**src/rtl/gated_dlatch_bank.sv**
```systemverilog
// gated_dlatch_bank: gated D-latch bank (NAND/NOR, positive/negative level) with clocked complement observer.
// Define DNLATCH_NOR_EN to build the negative-level NOR variant and include it in the err check.
module nand_dlatch (
  input  logic d,
  input  logic g,
  input  logic rst,
  output logic q,
  output logic qn
);
  logic s_n, r_n;
  assign s_n = ~(d & g);
  assign r_n = ~(~d & g);
  always_latch
    if (rst) q <= 1'b0;
    else if (!s_n) q <= 1'b1;
    else if (!r_n) q <= 1'b0;
  // rst_n on the Q_n side keeps the complement high through reset
  assign qn = ~(r_n & q & ~rst);
endmodule

module nor_dlatch (
  input  logic d,
  input  logic g,
  input  logic rst,
  output logic q,
  output logic qn
);
  logic s, r;
  assign s = ~(~d | ~g | rst);
  assign r = ~(d | ~g);
  always_latch
    if (rst | r) q <= 1'b0;
    else if (s) q <= 1'b1;
  assign qn = ~(s | q);
endmodule

module gated_dlatch_bank #(
  parameter int WIDTH = 1
) (
  input  logic             clk,
  input  logic             rst,
  input  logic [WIDTH-1:0] D,
  input  logic             en,
  output logic [WIDTH-1:0] Q_pnand,
  output logic [WIDTH-1:0] Q_pnand_n,
  output logic [WIDTH-1:0] Q_pnor,
  output logic [WIDTH-1:0] Q_pnor_n,
  output logic [WIDTH-1:0] Q_nnand,
  output logic [WIDTH-1:0] Q_nnand_n,
  output logic [WIDTH-1:0] Q_nnor,
  output logic [WIDTH-1:0] Q_nnor_n,
  output logic [WIDTH-1:0] snap,
  output logic             err
);
  logic en_n;
  logic [WIDTH-1:0] bad;
  assign en_n = ~en;
  for (genvar i = 0; i < WIDTH; i++) begin : g_bit
    nand_dlatch u_pnand (.d(D[i]), .g(en),   .rst(rst), .q(Q_pnand[i]), .qn(Q_pnand_n[i]));
    nor_dlatch  u_pnor  (.d(D[i]), .g(en),   .rst(rst), .q(Q_pnor[i]),  .qn(Q_pnor_n[i]));
    nand_dlatch u_nnand (.d(D[i]), .g(en_n), .rst(rst), .q(Q_nnand[i]), .qn(Q_nnand_n[i]));
`ifdef DNLATCH_NOR_EN
    nor_dlatch  u_nnor  (.d(D[i]), .g(en_n), .rst(rst), .q(Q_nnor[i]),  .qn(Q_nnor_n[i]));
`else
    assign Q_nnor[i]   = 1'b0;
    assign Q_nnor_n[i] = 1'b1;
`endif
  end
`ifdef DNLATCH_NOR_EN
  assign bad = ~(Q_pnand ^ Q_pnand_n) | ~(Q_pnor ^ Q_pnor_n) | ~(Q_nnand ^ Q_nnand_n) | ~(Q_nnor ^ Q_nnor_n);
`else
  assign bad = ~(Q_pnand ^ Q_pnand_n) | ~(Q_pnor ^ Q_pnor_n) | ~(Q_nnand ^ Q_nnand_n);
`endif
  always_ff @(posedge clk or posedge rst)
    if (rst) begin
      snap <= '0;
      err  <= 1'b0;
    end else begin
      snap <= Q_pnand;
      err  <= err | (|bad);
    end
endmodule

```
**config.mk**
```make
export PLATFORM = sky130hd
export DESIGN_NAME = gated_dlatch_bank
export DESIGN_NICKNAME = d
export VERILOG_FILES = /design/src/rtl/gated_dlatch_bank.sv
export SDC_FILE = /design/constraint.sdc
export NUM_CORES = 1
export LEC_CHECK = 0
export ABC_AREA = 1
export CAP_MARGIN = 30
export CORE_AREA = 3 3 40 42
export DETAILED_ROUTE_END_ITERATION = 6
export DIE_AREA = 0 0 43 45
export GPL_TIMING_DRIVEN = 1
export MAX_ROUTING_LAYER = met4
export PLACE_DENSITY_LB_ADDON = 0.12
export SLEW_MARGIN = 10
export SYNTH_ARGS = -nofsm -noshare
export SYNTH_HDL_FRONTEND = slang
export SYNTH_HIERARCHICAL = 1
export SYNTH_SLANG_ARGS = --single-unit
```
**constraint.sdc**
```tcl
create_clock -name clk -period 0.8 [get_ports clk]
set_input_delay 0.12 -clock clk [delete_from_list [all_inputs] [get_ports clk]]
set_output_delay 0.12 -clock clk [all_outputs]
set_load 0.02 [all_outputs]
```
# == After elaboration in Yosys (flattened, before gate mapping) ==
# Cells that the tools add are included.
# W data, S select, Z words.
# op_classes
n_mux,16
n_bitwise,32
# ops
op,n
$mux W1,16
$not A1 Y1,13
$and A1 B1 Y1,8
$or A1 B1 Y1,8
$xor A1 B1 Y1,3
# totals
ff_bits,2
latchBits,3

# == Logic depth before layout (Yosys ltp) ==
# logic_depth
word_depth,11
depth_mapped,8
depth_no_buf,8

# == Cells and area by module ==
# Netlist, hierarchy kept.
# modules_own_cells
mod,instances,cells_per_inst,area_per_inst_um2,seq_area_each_um2
gated_dlatch_bank,1,22,136.4,50.0
nand_dlatch,2,9,47.5,0.0
nor_dlatch,1,7,41.3,0.0

==> impl_results.md <==
- PwrDens: 1090 nW/um^2
- Antenna violations before repair: 0
- Failing checks: setup timing
- Max Clock Skew: 0 ps
- Vias in the first global route: about 260
- GR Layer Usage met3: 0.0239
- Post-DP Area: 435 sq um
- Largest net degree at the start of global routing: 8
- Max Root-Sink Buffers: 2
- Num ports: 14
- Startpoint Class: flip-flop
- Max VDD drop: roughly 270 uV
- Drt first pass iters: 2
- H-tree depth: 1
- Placement Setup Slack: -858 ps
- CTS clock-pin slew for the worst setup and hold paths: ~30 ps
- Crit-path max cell delay: approximately 400 ps
- DRC Markers: 0
- Final setup fails: 2
- Max stage delay cell, worst path: dfrtp_2
- Non-Filler Instances: 82
- Via count: between 200 and 300
- Most common cell after layout, fill and taps aside: nand2_1
- R2R Setup Slk: about 50 ps
- WS Path Type: reg -> out
- Chip Height: between 40 and 50 um
- #FFs+latches synth: 5
- Post-Syn Instances: 47
- PortBufs: 11
- CP Cell Sequence: buf_6
- Worst Path Required: about 680 ps
- Final min period: slightly below 900 ps
- Total Nets Final: 72
- Yosys cell types: 11
- Initial core utilization: 0.212
- Global-route wire length before repair: between 900 and 1000 um
- CTS buffer count: 3
- Most frequent cells in the layout: 14 x nand2_1, 9 x inv_1, 8 x buf_4
- Synth-to-layout area growth: 68.8%
- FMAX: 1.14 GHz
- CP max FO: 2
- Arrival @ worst endpoint: 760 ps
- Die area: 1940 sq um
- Maxcap violations: 0
- HPWL Detailed: a little under 500 um
- YS warnings: 6
- HP Class: in -> async
- Final Hold Fails: 0
- Root buf cell: clkbuf_4
- # rows: 13
- Grt met2 use: 0.111
- Avg WL per Cell: between 7 and 8 um
- Core region area: between 1000 and 1500 sq um
- Max-slew violation total from the final report: 0
- Multi-input logic area: ~130 sq um
- Routability cong.: approximately 0.63
- Number of unconstrained endpoints: 7
- Met1 usage: 0.0773
- Worst Path Buf+Inv: 1
- Crit-path leading delay family: flip-flops
- Status: finished, violations left
- Count of unclocked register or latch pins: 3
- Synth Net Count: slightly above 50
- Final wirelength: 584 um
- RSZ-0062 raised after global routing: true
- Register area: between 90 and 100 sq um
- Post-route setup slack: -75.1 ps
- Part of the cycle the worst path needs: 1.09
- Number of diodes: 0
- Post-synthesis average cell area: around 5.8 sq um
- Synth Cell Area: around 270 sq um
- Avg Vias per Cell: 3.60
- Layout cells sized above 1: 0.328
- DIE WIDTH: ~43 um
- Final core occ: 0.358
- Placed cells: between 70 and 80
- Post-DRT Antenna Nets: 0
- Grt peak-use layer: met2
- CTS tree: built
- Lkg Pwr: roughly 0.25 nW
- Initial DRC count: 1
- Setup crit end kind: primary output
- Worst-skew pair later-pin latency: ~230 ps
- Overall Global Routing Usage: 0.0773
- GRT overflow: 0
- Fill count: roughly 150
- Fin area: around 460 sq um
-- cells by family after synthesis --
kind of cell | share of synthesized area
flops | 0.183
latches | 0.165
compound gates | 0.0367
buf+inv | 0.193
simple gates | 0.395
other cells | 0.0275
-- flip-flops by register name (all words and copies together), names as in the netlist --
| signal | flops |
|---|---|
| g_bit.u_pnor/q | 1 |
| g_bit.u_nnand/q | 1 |
| g_bit.u_pnand/q | 1 |
| snap | 1 |
| err | 1 |
-- layer usage --
metal  part of all wire  wire [um]
met2               0.47        275
met3              0.068         40
met4                  0          0
met5                  0          0
met1               0.46        268
-- cells in the mapped netlist --
library cell,number,area share
nor2_2,1,0.023
a21oi_1,1,0.018
buf_4,2,0.055
dfrtp_1,2,0.18
or2_1,3,0.069
nand2_1,14,0.19
conb_1,2,0.028
nor2_1,8,0.11
o21ai_0,1,0.018
inv_1,10,0.14
dlxtp_1,3,0.17
-- timing repair --
item / 4_1_cts / 5_1_grt
hold endpoints to repair: 2 / 0
buffers inserted: 0 / 0
hold buffers: 1 / 0
setup endpoints to repair: 6 / 4
pin swaps: 1 / 2
resized for setup: 40 / 3
cloned: 0 / 0
-- layout make-up --
| type | instances | area share |
|---|---|---|
| Clock buffer | 4 | 0.0571 |
| Inverter | 10 | 0.0815 |
| Multi-Input combinational cell | 30 | 0.283 |
| Sequential cell | 5 | 0.209 |
| Tap cell | 15 | 0.0408 |
| Timing Repair Buffer | 18 | 0.329 |
-- power by group --
| group | total [mW] | switching [mW] | leakage, nW | internal (mW) |
|---|---|---|---|---|
| logic | 0.131 | 0.0692 | 0.195 | 0.0617 |
| clock network | 0.250 | 0.0645 | 0.0150 | 0.186 |
| registers | 0.122 | 0.00652 | 0.0445 | 0.115 |
| total | 0.503 | 0.140 | 0.254 | 0.363 |
-- worst paths after layout --
check                      start  endpoint  depth (start not counted)
setup reg to reg             err       err                          4
hold / removal               rst       err                          4
hold reg to reg              err       err                          4
max in group asynchronous    rst       err                          4
setup / recovery             err       err                          1
min in group clk             rst       err                          8
-- through the flow --
step                setup TNS (ps)  power [mW]  hold WS, ps
floorplan                        0       0.188         -139
global placement             -3520       0.255          565
detailed placement           -3540       0.255          573
CTS                           -130       0.515          476
global route                  -181       0.548          511
finish                        -103       0.503          480
Power figures use the tool's default switching activity.
==> RTL change 1 (same settings) <==
Remove the register `snap`: a continuous assignment takes its place, so the output `snap` follows one clock earlier.
--- a/src/rtl/gated_dlatch_bank.sv
+++ b/src/rtl/gated_dlatch_bank.sv
@@ -73,11 +73,11 @@
 `endif
   always_ff @(posedge clk or posedge rst)
     if (rst) begin
-      snap <= '0;
       err  <= 1'b0;
     end else begin
-      snap <= Q_pnand;
       err  <= err | (|bad);
     end
+
+  assign snap = Q_pnand;
 endmodule
 
Function: not checked (the comparison handles one clock edge and no latches or derived clocks); the edit may change what the design does.
==> RTL change 1 against the unedited design <==
- the run still ends with setup timing left
- sequential cell count shrank 1
- worst hold slack lost 0.36 ns
- clock skew is the same
- critical endpoint is now err
- wire length shrank 9.6%
- synthesized area shrank 6.4%
- worst setup slack gained 0.0062 ns
- design area grew 1.6%
- sequential power shrank 43%
- fmax grew 0.71%
- total power shrank 55%
- sequential share of layout area shrank 5.7 points
- first-iteration DRC count is the same
==> RTL change 1: results <==
[run_status]
status = finished, violations left
violations = setup timing

[timing]
untimed_endpoints = 7
finalSetupViolations = 1
unclocked_pins = 3
timing.setup.tns_ns = -0.0689
setup_ws_ns = -0.0689

[routing]
viasPerCell = 3.48
met1_length_um = 254
wl_met3_um = 28
dr.pass1.iters = 3
wl_per_cell_um = 6.86
drt-total-wl_um = 528
met2_length_um = 245

[placement]
place_area_um2 = 418
place_ws_ns = -0.804
place_congestion = 0.612
dpl.hpwl_um = 473

[finish]
multi_input_area_share_pct = 36.4
seq_area_um2 = 71.3
n_fill_cell = 143
post_route_cells_drive_above_1_share_pct = 41.9
nets = 68

[synth]
synth_compound_area_share_pct = 3.92
synth_xor_area_share_pct = 0
synth_seq_cells = 4
synth_common_cells = 14 x nand2_1, 10 x inv_1, 8 x nor2_1
async_reset_ff_share_pct = 25.0
synth_area_leaders = nand2_1 21%, dlxtp_1 18%, inv_1 15%, nor2_1 12%, dfrtp_1 9.8%
avgSynthCellArea_um2 = 5.43
synthCells = 47

[global_routing]
use_met2_pct = 10.8
grt_max_degree = 6
grt_pass1_vias = 216
globalRouteMet3Util_pct = 0
use_met1_pct = 7.89
grt_pass1_wl_um = 897
track_usage_pct = 5.90

[worst_setup_path]
critPathMaxFanout = 4
startpoint = en
path_class = input port to flip-flop
crit_arrival_ns = 0.75

[clock_tree]
post_cts_resized = 34
clk_pin_slew_ns = 0

[pwr]
comb_power_share_pct = 69.2
pwr-share-seq_pct = 30.8
leakage_nw = 0.236
switching_share_pct = 37.9
switchingPower_w = 0.0000860
peakVddDrop_mv = 0.221
## RTL change 1: changes by cell type in the layout (fill, tap and decap cells not counted), moves of 3 or more
cell | before | now
nor2_1 | 6 | 3
nand2_2 | 0 | 4
clkbuf_4 | 4 | 0
nor2_4 | 0 | 3
buf_4 | 8 | 5
nand2_1 | 14 | 9
buf_8 | 0 | 3
## RTL change 1: how the worst min path moves through the flow
| stage | from | end | slack, ns | depth (start not counted) |
|---|---|---|---|---|
| 6_report | rst | err | 0.12 | 3 |
| 5_1_grt | rst | err | 0.14 | 3 |
| 4_1_cts | rst | err | 0.11 | 3 |
| 3_5_place_dp | rst | err | 0.53 | 3 |
| 3_3_place_gp | rst | err | 0.52 | 3 |
| 2_1_floorplan | rst | err | -0.15 | 1 |
## RTL change 1: critical path, stage by stage
cell and delay (ns):
buf_8 0.11, inv_2 0.06, nand2_2 0.05, nand2_2 0.06
buf_6 0.09, inv_1 0.03, nand2_1 0.04, nand2_1 0.05
nor2_2 0.09, nand2_1 0.05
==> RTL change 2 (same flow settings) <==
Made on the original files. Reset style: synchronous (`rst`), changed in one clocked block.
--- a/src/rtl/gated_dlatch_bank.sv
+++ b/src/rtl/gated_dlatch_bank.sv
@@ -71,7 +71,7 @@
 `else
   assign bad = ~(Q_pnand ^ Q_pnand_n) | ~(Q_pnor ^ Q_pnor_n) | ~(Q_nnand ^ Q_nnand_n);
 `endif
-  always_ff @(posedge clk or posedge rst)
+  always_ff @(posedge clk)
     if (rst) begin
       snap <= '0;
       err  <= 1'b0;
Function: not checked (the comparison handles one clock edge and no latches or derived clocks); the edit may change what the design does.
==> RTL change 2 against the unedited design <==
- the flow still finishes with violations (setup timing)
- design area is 2.7% higher
- synthesized area stayed put
- fmax rose by 9.4%
- wire length is 5.3% higher
- critical path type unchanged
- total power rose by 3.2%
- largest power group unchanged
- sequential cell count unchanged
- clock skew stayed put
- worst setup slack improved by 0.075 ns
- sequential power is 7% higher
- synthesized cell count grew 6.4%
- utilization is 0.97 points higher
- worst hold slack got worse by 0.18 ns
==> RTL change 2: results <==
[worst_setup_path]
slowest_stage = dfxtp_2
slowest_delay_ns = 0.31
critical_path.top_delay_family = flip-flops
crit_arrival_ns = 0.68
critPathMaxFanout = 2

[run]
maxCapViolations = 0

[synth]
synth_area_leaders = nand2_1 19%, inv_1 17%, dlxtp_1 17%, dfxtp_1 15%, nor2_1 12%
synthCells = 50
synth_common_cells = 14 x nand2_1, 12 x inv_1, 9 x nor2_1, 3 x dlxtp_1, 3 x or2_1
synth_cell_types = 10
synth_ff_type = dlxtp_1
synth_fp_nets = 54
ys_warn_count = 6
async_reset_ff_share_pct = 0

[run_status]
status = finished, violations left
violations = setup timing

[finish]
antenna_cells = 0
post_route_cells_drive_above_1_share_pct = 40.6
nets = 75

[pwr]
leakage_nw = 0.258
peakVddDrop_mv = 0.211

[clock_tree]
clock_tree.root_cell = clkbuf_4
clock_path_buffers = 2
clk_pin_slew_ns = 0.03
cts_buffers = 3
htree_levels = 1
insertion_delay_ns = 0.22

[global_routing]
grt_pass1_wl_um = 993
track_usage_pct = 7.38
grt_pass1_vias = 246
grt_max_degree = 9
antenna_found_initial = 0

[placement]
dpl.hpwl_um = 504
io_buffers = 11
place_area_um2 = 457
placedCellCount = 81
place_congestion = 0.640

[routing]
vias = 309
drt-total-wl_um = 615
dr.pass1.iters = 2
wl_per_cell_um = 7.32
drt_iter0_drc = 9

[timing]
skew_ns = 0
untimed_endpoints = 6
unclocked_pins = 3
setup_ws_ns = -0.000158
finalSetupViolations = 1

[worst_hold_path]
hp-class = input port to flip-flop
## RTL change 2: cell types whose count changed in the layout (fill, tap and decap cells not counted), moves of 2 or more
cell,before,now
inv_1,9,11
nand2_2,0,4
nand2_1,14,10
nor2_4,0,2
buf_6,3,1
nor2_2,3,1
buf_4,8,12
## RTL change 2: worst paths after layout
| kind | from | end | slack, ns | depth (start not counted) |
|---|---|---|---|---|
| max | err | err | -0.0002 | 1 |
| min | rst | err | 0.30 | 3 |
| min reg2reg | err | err | 0.62 | 5 |
| max reg2reg | err | err | 0.01 | 5 |
## RTL change 2: what timing repair did
| action | CTS | global route |
|---|---|---|
| pin swaps | 3 | 3 |
| setup endpoints to repair | 6 | 3 |
| setup buffers | 0 | 0 |
| gates resized for setup | 39 | 6 |
## RTL change 2: area by class of cell
class | count | area [um2]
repair buffers | 18 | 141
well taps | 15 | 18.8
clock buffers | 3 | 22.5
fillers | 156 | 812
multi-input cells | 31 | 159
inverters | 12 | 45.0
flip-flops and latches | 5 | 86.3
## RTL change 2: stage by stage
stage / power, W / worst slack (ns) / hold WS [ns] / util (%) / setup TNS, ns
CTS: 0.000529 / -0.0164 / 0.290 / 35.8 / -0.0164
global placement: 0.000300 / -0.796 / 0.653 / 35.5 / -3.65
floorplan: 0.000212 / 0.00320 / 0.187 / - / 0
global route: 0.000556 / -0.0403 / 0.308 / 36.8 / -0.0616
finish: 0.000519 / -0.000158 / 0.297 / 36.8 / -0.000158
detailed placement: 0.000299 / -0.803 / 0.648 / 35.5 / -3.65
## RTL change 2: logic make-up (layout without fill, tap and decap cells)
| family | count (synthesis) | in the layout | share of synthesized area [%] |
|---|---|---|---|
| other | 2 | 2 | 2.75 |
| flip-flops | 2 | 2 | 14.7 |
| AND/OR/NAND/NOR | 27 | 27 | 40.4 |
| AO/OA/AOI/OAI | 2 | 2 | 3.67 |
| latches | 3 | 3 | 16.5 |
| buffers and inverters | 14 | 33 | 22.0 |
## RTL change 2: report_power, final
| group | switching [W] | internal, W | total [W] |
|---|---|---|---|
| Clock | 0.0000546 | 0.000165 | 0.000220 |
| Combinational | 0.0000888 | 0.0000803 | 0.000169 |
| Sequential | 0.0000108 | 0.000119 | 0.000130 |
## RTL change 2: layer usage
metal / GRT usage, % / part of all wire, %
met1: 7.23 / 40
met2: 12.3 / 54
met3: 1.20 / 5.2
met4: 7.23 / 0
met5: - / 0
